--- config.mk ---
export PLATFORM = sky130hd
export DESIGN_NAME = xram_port_arbiter
export DESIGN_NICKNAME = d
export VERILOG_FILES = /design/src/rtl/xram_arb_pkg.sv /design/src/rtl/xram_rr_pick.sv /design/src/rtl/xram_port_arbiter.sv
export SDC_FILE = /design/constraint.sdc
export NUM_CORES = 1
export LEC_CHECK = 0
export BUFFER_PORTS_ARGS = -buffer_cell sky130_fd_sc_hd__buf_2
export CORE_MARGIN = 5
export CORE_UTILIZATION = 44
export DETAILED_ROUTE_END_ITERATION = 16
export GPL_ROUTABILITY_DRIVEN = 0
export PLACE_DENSITY = 0.87
export SETUP_SLACK_MARGIN = 0.5
export SLEW_MARGIN = 10
export SYNTH_ARGS = -nofsm -noshare
export SYNTH_HDL_FRONTEND = slang
export SYNTH_HIERARCHICAL = 1
export SYNTH_SLANG_ARGS = --single-unit
--- constraint.sdc ---
create_clock -name clk -period 2.97 [get_ports clk]
set_clock_uncertainty 0.2 [all_clocks]
set_input_delay 0.297 -clock clk [delete_from_list [all_inputs] [get_ports clk]]
set_output_delay 0.297 -clock clk [all_outputs]
set_load 0.03 [all_outputs]
--- src/rtl/xram_arb_pkg.sv ---
// Shared types and helpers for the XRAM port arbiter
// and the reusable request picker.
package xram_arb_pkg;

    typedef enum logic [1:0] {
        IDLE,
        ACCESS,
        DONE
    } arb_state_e;

    localparam int MODE_FIXED = 0;
    localparam int MODE_RR    = 1;

    function automatic int idx_w(input int n);
        return (n > 1) ? $clog2(n) : 1;
    endfunction

endpackage

--- src/rtl/xram_rr_pick.sv ---
// Combinational request picker: fixed priority (index 0 first)
// or round-robin starting just after the last grant.
module xram_rr_pick
    import xram_arb_pkg::*;
#(
    parameter int NCH = 3
) (
    input  logic [NCH-1:0]          i_req,
    input  logic [idx_w(NCH)-1:0]   i_last,
    input  logic                    i_rr,
    output logic                    o_valid,
    output logic [idx_w(NCH)-1:0]   o_idx
);

    localparam int IW = idx_w(NCH);
    localparam logic [IW:0] LP_N = (IW+1)'(NCH);

    logic [2*NCH-1:0] w_dbl;
    logic [NCH-1:0]   w_rot;
    logic [IW:0]      w_base;
    logic [IW:0]      w_off;
    logic [IW:0]      w_sum;

    assign w_dbl   = {i_req, i_req};
    assign o_valid = |i_req;

    // Rotate so the search start sits at bit 0, then take the lowest set bit.
    always_comb begin
        w_base = '0;
        if (i_rr) begin
            w_base = {1'b0, i_last} + 1'b1;
            if (w_base >= LP_N) begin
                w_base = '0;
            end
        end
        w_rot = NCH'(w_dbl >> w_base);
        w_off = '0;
        for (int k = NCH - 1; k >= 0; k--) begin
            if (w_rot[k]) begin
                w_off = (IW+1)'(k);
            end
        end
        w_sum = w_base + w_off;
        if (w_sum >= LP_N) begin
            w_sum = w_sum - LP_N;
        end
        o_idx = IW'(w_sum);
    end

endmodule

--- src/rtl/xram_port_arbiter.sv ---
// XRAM port arbiter: merges NCH requesters onto one strobe/ack bus
// with fixed or round-robin grant and an optional ack timeout.
module xram_port_arbiter
    import xram_arb_pkg::*;
#(
    parameter int NCH     = 3,
    parameter int AW      = 16,
    parameter int DW      = 8,
    parameter int RR_MODE = 0,
    parameter int TIMEOUT = 0
) (
    input  logic              clk,
    input  logic              rst,
    input  logic [NCH-1:0]    req_i,
    input  logic [NCH-1:0]    we_i,
    input  logic [NCH*AW-1:0] adr_i,
    input  logic [NCH*DW-1:0] wdat_i,
    output logic [NCH-1:0]    wait_o,
    output logic [NCH-1:0]    done_o,
    output logic [NCH-1:0]    err_o,
    output logic [DW-1:0]     rdat_o,
    output logic              dstb_o,
    output logic              dwe_o,
    output logic [AW-1:0]     dadr_o,
    output logic [DW-1:0]     ddat_o,
    input  logic              dack_i,
    input  logic [DW-1:0]     ddat_i
);

    localparam int IW = idx_w(NCH);
    localparam int TW = (TIMEOUT > 1) ? $clog2(TIMEOUT) : 1;
    localparam logic [TW-1:0] LP_LIM  = TW'((TIMEOUT > 0) ? TIMEOUT - 1 : 0);
    localparam logic [IW-1:0] LP_LAST = IW'(NCH - 1);
    localparam logic          LP_RR   = (RR_MODE == MODE_RR);

    arb_state_e r_state;
    arb_state_e w_state_n;

    logic [AW-1:0]  w_adr [NCH];
    logic [DW-1:0]  w_wdat [NCH];
    logic           w_pick_vld;
    logic [IW-1:0]  w_pick_idx;
    logic           w_grant;
    logic           w_ack;
    logic           w_to;
    logic           w_lim;

    logic           r_dstb;
    logic           r_dwe;
    logic [AW-1:0]  r_dadr;
    logic [DW-1:0]  r_ddat;
    logic [DW-1:0]  r_rdat;
    logic [NCH-1:0] r_done;
    logic [NCH-1:0] r_err;
    logic [TW-1:0]  r_cnt;
    logic [IW-1:0]  r_gidx;
    logic [IW-1:0]  r_last;

    for (genvar g = 0; g < NCH; g++) begin : g_unpack
        assign w_adr[g]  = adr_i[g*AW +: AW];
        assign w_wdat[g] = wdat_i[g*DW +: DW];
    end

    xram_rr_pick #(
        .NCH(NCH)
    ) u_pick (
        .i_req  (req_i),
        .i_last (r_last),
        .i_rr   (LP_RR),
        .o_valid(w_pick_vld),
        .o_idx  (w_pick_idx)
    );

    assign w_lim = (TIMEOUT > 0) && (r_cnt == LP_LIM);

    always_ff @(posedge clk) begin
        if (rst) begin
            r_state <= IDLE;
        end else begin
            r_state <= w_state_n;
        end
    end

    // An ack in the limit cycle takes precedence over the timeout.
    always_comb begin
        w_state_n = r_state;
        w_grant   = 1'b0;
        w_ack     = 1'b0;
        w_to      = 1'b0;
        unique case (r_state)
            IDLE: begin
                if (w_pick_vld) begin
                    w_grant   = 1'b1;
                    w_state_n = ACCESS;
                end
            end
            ACCESS: begin
                if (dack_i) begin
                    w_ack     = 1'b1;
                    w_state_n = DONE;
                end else if (w_lim) begin
                    w_to      = 1'b1;
                    w_state_n = DONE;
                end
            end
            DONE: begin
                w_state_n = IDLE;
            end
            default: begin
                w_state_n = IDLE;
            end
        endcase
    end

    always_ff @(posedge clk) begin
        if (rst) begin
            r_dstb <= 1'b0;
            r_dwe  <= 1'b0;
            r_dadr <= '0;
            r_ddat <= '0;
            r_rdat <= '0;
            r_done <= '0;
            r_err  <= '0;
            r_cnt  <= '0;
            r_gidx <= '0;
            r_last <= LP_LAST;
        end else begin
            r_done <= '0;
            r_err  <= '0;
            if (w_grant) begin
                r_gidx <= w_pick_idx;
                r_last <= w_pick_idx;
                r_dadr <= w_adr[w_pick_idx];
                r_ddat <= w_wdat[w_pick_idx];
                r_dwe  <= we_i[w_pick_idx];
                r_dstb <= 1'b1;
                r_cnt  <= '0;
            end
            if (w_ack || w_to) begin
                r_dstb         <= 1'b0;
                r_done[r_gidx] <= 1'b1;
                r_cnt          <= '0;
            end else if (r_state == ACCESS && TIMEOUT > 0) begin
                r_cnt <= r_cnt + 1'b1;
            end
            if (w_ack && !r_dwe) begin
                r_rdat <= ddat_i;
            end
            if (w_to) begin
                r_err[r_gidx] <= 1'b1;
            end
        end
    end

    assign wait_o = req_i & ~r_done;
    assign done_o = r_done;
    assign err_o  = r_err;
    assign rdat_o = r_rdat;
    assign dstb_o = r_dstb;
    assign dwe_o  = r_dwe;
    assign dadr_o = r_dadr;
    assign ddat_o = r_ddat;

endmodule

Word-level counts from Yosys, hierarchy flattened
Index checks and enable logic that the tools add are counted.

word-level totals
  output and inout port bits = 43
  input port bits = 89
  register bits = 41

cells by class
  magnitude comparators = 5
  muxes and demuxes = 21
  eq/ne operators = 3
  reduce and logical (&&, ||, !) cells = 8
  bitwise logic cells = 4
  add/subtract/negate cells = 1

operator list
  kind                  count
  $bmux W16 S2          1
  $mux W16              2
  $bmux W8 S2           1
  $mux W8               2
  $mux W2               6
  $lt A2 B3 Y1 const B  2
  $mux W1               6
  $pmux W2 S2           1
  $reduce_or A2 Y1      2
  $and A3 B3 Y3         1
  $ge A3 B3 Y1 const B  1
  $not A2 Y3            1
  $not A3 Y3            1
  $reduce_or A3 Y1      1
  $bmux W1 S2           1
  $demux W1 S2          1
  $eq A2 B1 Y1 const B  1
  $ge A2 B1 Y1 const B  1
  $ge A2 B2 Y1 const B  1
  $logic_and A1 B1 Y1   2
  $logic_not A2 Y1      1
  $ne A2 B1 Y1 const B  1
  $ne A2 B2 Y1 const B  1
  $reduce_and A2 Y1     1
  3 further kinds       3

Longest topological paths before layout
Gate-level depths: netlist (run 1).

  depth in word-level cells = 9
  mapped depth = 16
  depth with buffers taken out = 13

Hierarchy
The synthesis (run 1) kept the hierarchy.

modules (own cells, without submodules)
  module             seq. area each (um^2)  area an instance (um^2)  instances  cells an instance
  xram_port_arbiter  840.8                  2168.3                   1          208
  xram_rr_pick       0.0                    166.4                    1          23

Worst setup path before layout (run 1)
Ideal clock, no wire load.

  path type = input port to flip-flop
  start = input req_i[1]
  end = register r_dadr[0], in the netlist dadr_o[0]
  path slack = 331 ps
  stages = 13
  data arrival time = 2293 ps
  path buffers = 3
  cells stage by stage = nor2_1 > nand3_1 > o31a_1 > fa_1 > inv_1 > ha_1 > o21a_1 > buf_4 > nor2b_1 > buf_4 > buf_4 > a2bb2oi_1 > a211oi_2

between the ends
  longest elaborated chain between the ends = 8

RTL lines
  item                                              RTL line                                RTL
  start: declaration                                xram_port_arbiter.sv:14                 input logic [NCH-1:0] req_i,
  $mux W2 (*) (2 in series)                         xram_rr_pick.sv:39                      if (w_rot[k]) begin
  $sub A2 B2 Y2 or $ge A2 B2 Y1 (tied branches)     xram_rr_pick.sv:45, xram_rr_pick.sv:44
  $mux W2 (*)                                       xram_rr_pick.sv:44                      if (w_sum >= LP_N) begin
  net w_pick_idx[1]                                 xram_port_arbiter.sv:42                 logic [IW-1:0] w_pick_idx;
  $not A2 Y3 (implied by the code) (*)              xram_port_arbiter.sv:133                r_dadr <= w_adr[w_pick_idx];
  $bmux W16 S2 (*)                                  xram_port_arbiter.sv:133
  $mux W16 (implied by the code) (*) (2 in series)  xram_port_arbiter.sv:133
  end signal: assignment                            xram_port_arbiter.sv:133
  end: declaration                                  xram_port_arbiter.sv:50                 logic [AW-1:0] r_dadr;

The timed path passes the listed nets; every way through them passes the cells marked *. The select of a mux whose other input is x is not followed.
A chain may end at the register's enable or synchronous reset.

Worst setup path in the final report (run 1)
  start = input req_i[0]
  end = register r_ddat[4], in the netlist ddat_o[4]

between the ends
  longest elaborated chain between the ends = 7

RTL lines
  item                                             RTL line                                RTL
  $mux W2 (*)                                      xram_rr_pick.sv:39
  $sub A2 B2 Y2 or $ge A2 B2 Y1 (tied branches)    xram_rr_pick.sv:45, xram_rr_pick.sv:44
  $mux W2 (*)                                      xram_rr_pick.sv:44
  net w_pick_idx[0]                                xram_port_arbiter.sv:42
  $not A2 Y3 (implied by the code) (*)             xram_port_arbiter.sv:134                r_ddat <= w_wdat[w_pick_idx];
  $bmux W8 S2 (*)                                  xram_port_arbiter.sv:134
  $mux W8 (implied by the code) (*) (2 in series)  xram_port_arbiter.sv:134
  end signal: assignment                           xram_port_arbiter.sv:134
  end: declaration                                 xram_port_arbiter.sv:51                 logic [DW-1:0] r_ddat;

Marks and branches as above.

==> out/results.ini, run 1 <==
[clock_network]
numCtsBuffers = 5
clock_latency_ps = 280
cts_tree = yes
cts_sinks = 42
hold_buffers = 0
clkTransAtPathRegs_ps = 80
cts-root-buf = clkbuf_8
clk_path_buf_depth = 2
cts_max_level = 2

[yosys]
syn_inst = 231
synth_common_cells = 42 x dfxtp_1, 36 x nor2_1, 34 x mux2i_1
synth_most_common_cell = dfxtp_1
synth.area.top_cells = dfxtp_1 36%, mux2i_1 15%, a211oi_2 12%, a2bb2oi_1 9.4%, nor2_1 5.8%
yosysSeqAreaShare_pct = 36.0
synth-edff-count = 0
synth_warnings = 6
synth_top_area_share_pct = 36.0
syn_area_per_cell_um2 = 10.1
mappedNetlistArea_mm2 = 0.00233
synth_cell_types = 33
synth_flop_cell = dfxtp_1
synth_area_leader_cell = dfxtp_1
ys_ff_latch = 42
async_reset_ff_share_pct = 0

[pwr]
p_comb_share_pct = 50.0
seqPwrFrac_pct = 31.9
power.leakage_nw = 1.60
ir_drop_v = 0.000287
power.internal_mw = 1.34
p_per_area_mw_per_mm2 = 583
switching_power_mw = 0.766
totalPowerFinal_mw = 2.10
swShare_pct = 36.4
p_clk_share_pct = 18.1

[critical_path]
arrival_ps = 2480
crit_path_max_fanout = 7
crit_type = in2reg
rr_startpoint = r_state[1]$_SDFFE_PP0P_
max_stage_delay_ps = 480
start_kind = input port
crit_start = req_i[0]
critPathCaptureType = register
required_ps = 2910
crit_slowest_cell = fa_1
cp_cell_sequence = buf_8 -> nor2_4 -> nand3_2 -> o31a_1 -> fa_1 -> inv_1 -> ha_2 -> nor3b_4 -> a21oi_4 -> buf_12 -> buf_12 -> mux2i_2 -> a2bb2oi_2 -> a211oi_2
crit_top_cell = buf_12

[floorplan]
num_rows = 26
core_area_mm2 = 0.00514
ios = 132
initial_core_util_pct = 45.4
die_w_um = 82.8
die_h_um = 82.8
dieArea_mm2 = 0.00686

[placed_design]
port_buffers = 128
dpl.hpwl_mm = 4.84

[sta]
fin_crit_sh_pct = 85.6
setup_viol = 0
report.final.slew_viol_count = 0
rsz0062_at_grt = true
max_freq_mhz = 393
tns_ps = 0
holdWs_ps = 43.8
period_needed_ps = 2540
relSlewSlack_pct = 35.2
hold_viol_final = 0
worst_pin_slew_ps = 971

[detailed_routing]
num_vias = 2244
ant_nets = 0
first_pass_iters = 4
wirelength_mm = 6.86
dr.first_iter.drc_count = 85
drc = 0
routedWlPerCell_um = 15.8
vias_per_cell = 5.17

[grt]
overflow = 0
first_global_vias = 2302
grt_pass1_wl_mm = 10.6
track_usage_pct = 18.2
grt_max_degree = 40
antenna_found_initial = 0

[finish]
fin_nets = 455
areaGrowthSynthToFinish_pct = 54.5
seq_area_um2 = 841
multiInputGateArea_mm2 = 0.00171
drive_above_1_share_pct = 63.7
nFillCells = 403
diodes = 0

[run]
drv_cap = 0

[min_path]
worst_hold_path_type = in2reg
min_from = ddat_i[2]

[outcome]
outcome = complete, no violations

## metrics by stage
| step | setup slack, ps | instance area [um^2] | cells | util [%] |
|---|---|---|---|---|
| 5_1_grt | 300 | 3610 | 434 | 70.2 |
| 3_5_place_dp | 19.8 | 3160 | 420 | 61.4 |
| 2_1_floorplan | 476 | 2500 | 235 | - |
| 4_1_cts | 467 | 3300 | 430 | 64.3 |
| 6_report | 427 | 3610 | 434 | 70.2 |
| 3_3_place_gp | 181 | 3160 | 420 | 61.4 |
## kinds of logic after synthesis
logic type                 count (synthesis)  share of synthesized area [%]
and+or+nand+nor                           63                           14.6
AOI/OAI and AO/OA                         62                           25.3
DFF                                       42                           36.0
muxes                                     34                           14.6
buffers and inverters                     26                           7.45
adders and majority gates                  3                           1.93
other                                      1                          0.161
## final cells by class
cell class                      count  area share, %
Tap cell                           70           2.43
Inverter                            4          0.416
Timing Repair Buffer              143           23.9
Clock inverter                      2          0.347
Multi-Input combinational cell    167           47.3
Sequential cell                    42           23.3
Clock buffer                        6           2.29
## repair_timing
| action | CTS | global route |
|---|---|---|
| endpoints found under the setup margin | 25 | 25 |
| setup buffers | 1 | 2 |
| gates resized for setup | 9 | 45 |
| pin swaps | 2 | 8 |
| cloned | 1 | 2 |
## cell usage in the layout, fill, tap and decap left out, types with 3 or more instances in the layout
master,n
a211oi_2,23
mux2i_1,14
mux2i_4,11
buf_12,3
buf_2,126
mux2i_2,9
dfxtp_1,42
clkbuf_8,6
nor2_1,35
buf_8,3
conb_1,5
nand2_1,5
nand3b_1,3
buf_4,7
inv_1,4
nor2b_1,4
a2bb2oi_2,25
a21oi_1,6
## critical path, delay by kind of cell
kind,cells,cell delay [ps]
compound gates,4,550
fa+ha+maj,2,680
buf+inv,4,500
mux,1,240
simple gates,3,220
## power by group through the flow
stage	sequential [mW]	combinational, mW	clock, mW
after floorplan	0.798	0.537	0
after global placement	0.681	0.829	0
after detailed placement	0.682	0.852	0
after CTS	0.670	0.884	0.393
after global routing	0.680	1.12	0.416
final	0.670	1.05	0.382
## final timing paths
check	endpoint	slack (ps)	cells after the start
worst min-delay path	rdat_o[2]$_SDFFE_PP0P_	40	3
worst min register to register	r_last[1]$_SDFFE_PP1P_	280	2
worst max-delay path	ddat_o[4]$_SDFFE_PP0P_	430	14
worst max register to register	dadr_o[0]$_SDFFE_PP0P_	1390	4
## metal layers
layer	global-route usage (%)	up-vias	wire length, um
met5	0	-	0
met4	4.90	0	49
met3	6.34	4	557
met2	31.8	89	3470
met1	21.0	1048	2780
li1	-	1103	-
## flip-flops by register name (all words and copies together) (netlist names)
| name | cells |
|---|---|
| rdat_o | 8 |
| dstb_o | 1 |
| r_last | 1 |
| dadr_o | 16 |
| r_gidx | 2 |
| r_state | 2 |
| dwe_o | 1 |
| done_o | 3 |
| ddat_o | 8 |
Power figures use the tool's default switching activity.
==> inputs of run 2 (changes only) <==
--- a/config.mk
+++ b/config.mk
@@ -5,12 +5,12 @@
 export SDC_FILE = /design/constraint.sdc
 export NUM_CORES = 1
 export LEC_CHECK = 0
-export BUFFER_PORTS_ARGS = -buffer_cell sky130_fd_sc_hd__buf_2
 export CORE_MARGIN = 5
-export CORE_UTILIZATION = 44
+export CORE_UTILIZATION = 49
 export DETAILED_ROUTE_END_ITERATION = 16
+export DONT_BUFFER_PORTS = 1
 export GPL_ROUTABILITY_DRIVEN = 0
-export PLACE_DENSITY = 0.87
+export PLACE_DENSITY = 0.73
 export SETUP_SLACK_MARGIN = 0.5
 export SLEW_MARGIN = 10
 export SYNTH_ARGS = -nofsm -noshare
==> constraint.sdc (replaced) <==
create_clock -name clk -period 2.2 [get_ports clk]
set_clock_uncertainty 0.2 [all_clocks]
set_input_delay 0.22 -clock clk [delete_from_list [all_inputs] [get_ports clk]]
set_output_delay 0.22 -clock clk [all_outputs]
set_load 0.03 [all_outputs]
==> out/results.ini, run 2 (same netlist as run 1, synthesis figures left out) <==
[critical_path]
critPathCaptureType = register
crit_path_max_fanout = 17  ; +10
start_kind = input port
crit_type = in2reg
max_stage_delay_ps = 490  ; about the same
required_ps = 2180  ; -730 ps
crit_slowest_cell = fa_1
arrival_ps = 2200  ; -280 ps
cp_cell_sequence = nor2_4 -> nand3_2 -> o31a_1 -> fa_1 -> inv_2 -> ha_4 -> nor3b_2 -> a21oi_4 -> buf_12 -> mux2i_2 -> a2bb2oi_2 -> a211oi_2

[finish]
instances_no_fill = 293  ; -32%
largest_register_ff_count = 16  ; unchanged
final_cell_mix = 40 x dfxtp_1, 35 x nor2_1, 27 x mux2i_1
fin_util_pct = 61.2  ; -9.0 points
final_common_cell = dfxtp_1
fin_area_mm2 = 0.00285  ; -21%
areaGrowthSynthToFinish_pct = 22.1
fin_nets = 330  ; -27%
diodes = 0  ; unchanged
drive_above_1_share_pct = 40.6  ; -23 points

[grt]
track_usage_pct = 17.4  ; -0.84 points
grt_max_degree = 53  ; +33%
grt_use_met3_pct = 5.78  ; -0.55 points
globalRouteMet1Util_pct = 19.5  ; -1.6 points
antenna_found_initial = 0  ; unchanged
first_global_vias = 1816  ; -21%
grt_pass1_wl_mm = 8.61  ; -19%
gr-usage-met2_pct = 30.8  ; -0.97 points
grt-busiest-layer = met2
overflow = 0  ; unchanged

[clock_network]
hold_buffers = 2  ; +2
clock_latency_ps = 300  ; +20 ps
numCtsBuffers = 5  ; unchanged
clk_path_buf_depth = 2  ; unchanged
cts_sinks = 42  ; unchanged
cts_tree = yes
cts-root-buf = clkbuf_8
cts_max_level = 2  ; unchanged
clkTransAtPathRegs_ps = 90  ; about the same

[sta]
tns_ps = -65.0  ; -65.0 ps
fin_crit_sh_pct = 101
rsz0062_at_grt = true
report.final.slew_viol_count = 0  ; unchanged
worst_pin_slew_ps = 598  ; -373 ps
setup_viol = 4  ; +4
relSlewSlack_pct = 60.0  ; +25 points
period_needed_ps = 2220
holdWs_ps = -216  ; -259 ps
hold_viol_final = 40  ; +40
max_freq_mhz = 450
setup_ws_ps = -22.1  ; -449 ps

[outcome]
violations = hold timing, setup timing
outcome = finished with violations

[floorplan]
initial_core_util_pct = 50.1  ; +4.7 points
die_h_um = 79.0  ; -4.6%
die_w_um = 79.0  ; -4.6%
num_rows = 25  ; -3.8%
core_area_mm2 = 0.00466  ; -9.3%
dieArea_mm2 = 0.00624  ; -9.0%
ios = 132  ; unchanged

[detailed_routing]
ant_nets = 0  ; unchanged
vias_per_cell = 6.00  ; +16%
first_pass_iters = 3  ; -1
num_vias = 1757  ; -22%
dr.first_iter.drc_count = 65  ; -24%
wirelength_mm = 5.68  ; -17%
routedWlPerCell_um = 19.4  ; +23%
drc = 0  ; unchanged

[run]
drv_cap = 0  ; unchanged

[placed_design]
pre_cts_ws_ps = -357  ; -377 ps
post-place-cells = 277  ; -34%
dpl.hpwl_mm = 3.87  ; -20%
port_buffers = 0  ; -100%
place_area_mm2 = 0.00253  ; -20%

[pwr]
ir_drop_v = 0.000458  ; +60%
totalPowerFinal_mw = 2.66  ; +26%
power.leakage_nw = 1.06  ; -34%
p_per_area_mw_per_mm2 = 933  ; +60%

[min_path]
worst_hold_path_type = in2reg

run 2: changes by cell type in the layout (fill, tap and decap cells not counted), sizes merged:
cell	before	now
dlygate4sd3	0	2
bufinv	0	1
clkbuf	8	5
clkinvlp	1	2
clkinv	1	0
buf	141	16
run 2: report_power, final:
group / switching [mW] / leakage (nW) / internal [mW]
clock network: 0.283 / 0.0504 / 0.338
logic: 0.423 / 0.660 / 0.531
registers: 0.232 / 0.347 / 0.851
run 2: layout make-up:
class | instances | area (um^2)
Sequential cell | 42 | 843
Tap cell | 54 | 67.6
Clock inverter | 3 | 45.0
Fill cell | 377 | 1810
Timing Repair Buffer | 18 | 234
Clock buffer | 5 | 68.8
Inverter | 4 | 15.0
Multi-Input combinational cell | 167 | 1580
run 2: routing by layer:
layer	share of wire, %	vias up
met1	39	829
met5	0	-
met4	1.2	0
met2	51	70
li1	-	851
met3	8.2	7
run 2: final timing paths:
| path | from | end | slack, ps | cells after the start |
|---|---|---|---|---|
| max | req_i[1] | dadr_o[4]$_SDFFE_PP0P_ | -20 | 12 |
| min reg2reg | r_last[1]$_SDFFE_PP1P_ | r_last[1]$_SDFFE_PP1P_ | 280 | 2 |
| min | rst | dadr_o[13]$_SDFFE_PP0P_ | -220 | 1 |
| max reg2reg | r_state[0]$_SDFFE_PP0P_ | r_state[0]$_SDFFE_PP0P_ | 590 | 3 |
run 2: worst max-delay path, delay by kind of cell:
family,cells,cell delay [ps]
adders and majority gates,2,620
AOI/OAI and AO/OA,4,570
muxes,1,260
and+or+nand+nor,3,200
buffers and inverters,2,310
run 2: timing repair:
item | 4_1_cts | 5_1_grt
buffers inserted | 5 | 0
gates cloned | 1 | 0
gates resized for setup | 20 | 11
endpoints found under the hold margin | 42 | 40
pin swaps | 4 | 3
endpoints found under the setup margin | 28 | 29
==> inputs of run 3 (changes only) <==
--- a/config.mk
+++ b/config.mk
@@ -5,12 +5,12 @@
 export SDC_FILE = /design/constraint.sdc
 export NUM_CORES = 1
 export LEC_CHECK = 0
+export BUFFER_PORTS_ARGS = -buffer_cell sky130_fd_sc_hd__buf_2
 export CORE_MARGIN = 5
-export CORE_UTILIZATION = 49
+export CORE_UTILIZATION = 40
 export DETAILED_ROUTE_END_ITERATION = 16
-export DONT_BUFFER_PORTS = 1
 export GPL_ROUTABILITY_DRIVEN = 0
-export PLACE_DENSITY = 0.73
+export PLACE_DENSITY = 0.84
 export SETUP_SLACK_MARGIN = 0.5
 export SLEW_MARGIN = 10
 export SYNTH_ARGS = -nofsm -noshare
==> out/results.ini, run 3 (same netlist as run 1, synthesis figures left out) <==
[critical_path]
crit_top_cell = buf_8
start_kind = input port
r2r_cells = 3  ; unchanged
rr_startpoint = r_state[0]$_SDFFE_PP0P_
crit_type = in2reg
cp_cell_sequence = buf_8 -> nor2_4 -> nand3_2 -> o31a_1 -> fa_1 -> inv_2 -> ha_4 -> nand3b_1 -> o21a_1 -> nor2b_4 -> buf_8 -> a2bb2oi_2 -> a211oi_1
crit_path_max_fanout = 8  ; -9
critPathCaptureType = register
arrival_ps = 2340  ; +140 ps
max_stage_delay_ps = 480  ; about the same
crit_slowest_cell = fa_1
worstReg2RegEnd = rdat_o[5]$_SDFFE_PP0P_
r2r_slack_ps = 660  ; +70 ps
required_ps = 2200  ; +20 ps

[grt]
track_usage_pct = 18.8  ; +1.5 points
grt_pass1_wl_mm = 11.4  ; +32%
grt_max_degree = 39  ; -26%
overflow = 0  ; unchanged
first_global_vias = 2412  ; +33%
antenna_found_initial = 0  ; unchanged

[detailed_routing]
num_vias = 2286  ; +30%
m1WireLength_mm = 2.71  ; +22%
vias_per_cell = 5.05  ; -16%
drc = 0  ; unchanged
ant_nets = 0  ; unchanged
wl_met2_mm = 3.74  ; +28%
first_pass_iters = 4  ; +1
wirelength_mm = 7.08  ; +25%
dr_wl_met3_um = 566  ; +22%
dr.first_iter.drc_count = 77  ; +18%
routedWlPerCell_um = 15.6  ; -19%
highest_layer = met4

[sta]
hold_viol_final = 0  ; -100%
setup_ws_ps = -147  ; -125 ps
rsz0062_at_grt = true
period_needed_ps = 2350  ; +125 ps
max_freq_mhz = 426  ; -5.3%
worst_pin_slew_ps = 536  ; -62.1 ps
relSlewSlack_pct = 64.3  ; +4.2 points
tns_ps = -3320  ; -3250 ps
holdWs_ps = 7.28  ; +223 ps
report.final.slew_viol_count = 0  ; unchanged
fin_crit_sh_pct = 107  ; +5.7 points
setup_viol = 27  ; +23

[floorplan]
dieArea_mm2 = 0.00746  ; +20%
ios = 132  ; unchanged
initial_core_util_pct = 41.9  ; -8.2 points
die_w_um = 86.4  ; +9.3%
core_area_mm2 = 0.00557  ; +20%
num_rows = 27  ; +8.0%
die_h_um = 86.4  ; +9.3%

[min_path]
worst_hold_path_type = in2reg
min_path_cells = 3  ; +2
hold_end = rdat_o[1]$_SDFFE_PP0P_
min_from = ddat_i[1]

[outcome]
outcome = finished with violations
violations = setup timing

[clock_network]
clkTransAtPathRegs_ps = 80  ; about the same
cts_sinks = 42  ; unchanged
cts-root-buf = clkbuf_8
numCtsBuffers = 5  ; unchanged
cts_tree = yes
clock_latency_ps = 280  ; -20 ps
cts_max_level = 2  ; unchanged
clk_path_buf_depth = 2  ; unchanged

[pwr]
power.leakage_nw = 1.69  ; +59%
swShare_pct = 35.4  ; +0.12 points
p_comb_share_pct = 47.5  ; +12 points
seqPwrFrac_pct = 32.0  ; -8.8 points
p_per_area_mw_per_mm2 = 775  ; -17%
power.internal_mw = 1.83  ; +6.2%
ir_drop_v = 0.000408  ; -11%
p_clk_share_pct = 20.5  ; -2.9 points
switching_power_mw = 1.00  ; +6.8%
totalPowerFinal_mw = 2.83  ; +6.4%

[finish]
drive_above_1_share_pct = 60.6  ; +20 points
final_common_cell = buf_2
diodes = 0  ; unchanged
fin_nets = 472  ; +43%
largest_register_ff_count = 16  ; unchanged
final_cell_mix = 126 x buf_2, 42 x dfxtp_1, 35 x nor2_1
areaGrowthSynthToFinish_pct = 56.3

[placed_design]
pre_cts_ws_ps = -547  ; -189 ps
dpl.hpwl_mm = 5.12  ; +32%
port_buffers = 128  ; +128

[run]
drv_cap = 0  ; unchanged

==> run 3: changes by cell type in the layout (fill, tap and decap cells not counted), sizes merged <==
cell,change
buf,+137
dlygate4sd3,+5
clkbuf,+3
clkinvlp,-2
bufinv,-1
==> run 3: power groups by stage <==
stage	Clock, mW	Sequential [mW]	Combinational, mW
6_report	0.581	0.904	1.34
5_1_grt	0.627	0.917	1.44
4_1_cts	0.599	0.904	1.32
3_5_place_dp	0	0.921	1.19
3_3_place_gp	0	0.918	1.16
2_1_floorplan	0	1.08	0.727
==> run 3: worst max-delay path by stage <==
stage	start	to
after floorplan	req_i[1]	dadr_o[0]$_SDFFE_PP0P_
after global placement	req_i[1]	dadr_o[7]$_SDFFE_PP0P_
after detailed placement	req_i[1]	dadr_o[8]$_SDFFE_PP0P_
after CTS	req_i[1]	ddat_o[3]$_SDFFE_PP0P_
after global routing	req_i[1]	dadr_o[0]$_SDFFE_PP0P_
final	req_i[1]	ddat_o[0]$_SDFFE_PP0P_
==> run 3: per-stage QoR <==
step	util [%]	std cells	instance area [um^2]
3_5_place_dp	58.0	428	3230
5_1_grt	65.5	453	3650
6_report	65.5	453	3650
2_1_floorplan	-	235	2510
4_1_cts	64.6	451	3600
3_3_place_gp	58.0	428	3230
==> run 3: critical path, delay by kind of cell <==
kind,cells,cell delay [ps]
compound gates,4,580
fa+ha+maj,2,630
buf+inv,3,350
simple gates,4,550
==> run 3: area by class of cell <==
| class | instances | area [um^2] |
|---|---|---|
| Inverter | 4 | 15.0 |
| Clock buffer | 8 | 110 |
| Multi-Input combinational cell | 167 | 1570 |
| Sequential cell | 42 | 841 |
| Timing Repair Buffer | 160 | 1020 |
| Fill cell | 447 | 1930 |
| Tap cell | 72 | 90.1 |
==> run 3: repair_timing <==
item	in CTS	in global routing
pin swaps	7	3
gates cloned	0	0
buffers inserted	8	2
endpoints found under the hold margin	7	0
hold buffers	7	0
gates resized for setup	30	8
setup endpoints to repair	28	28
==> run 3: per-layer routing <==
metal,vias to the layer above,track usage [%]
met5,-,0
met1,1066,21.8
met3,6,5.61
li1,1131,-
met2,83,33.3
met4,0,5.38
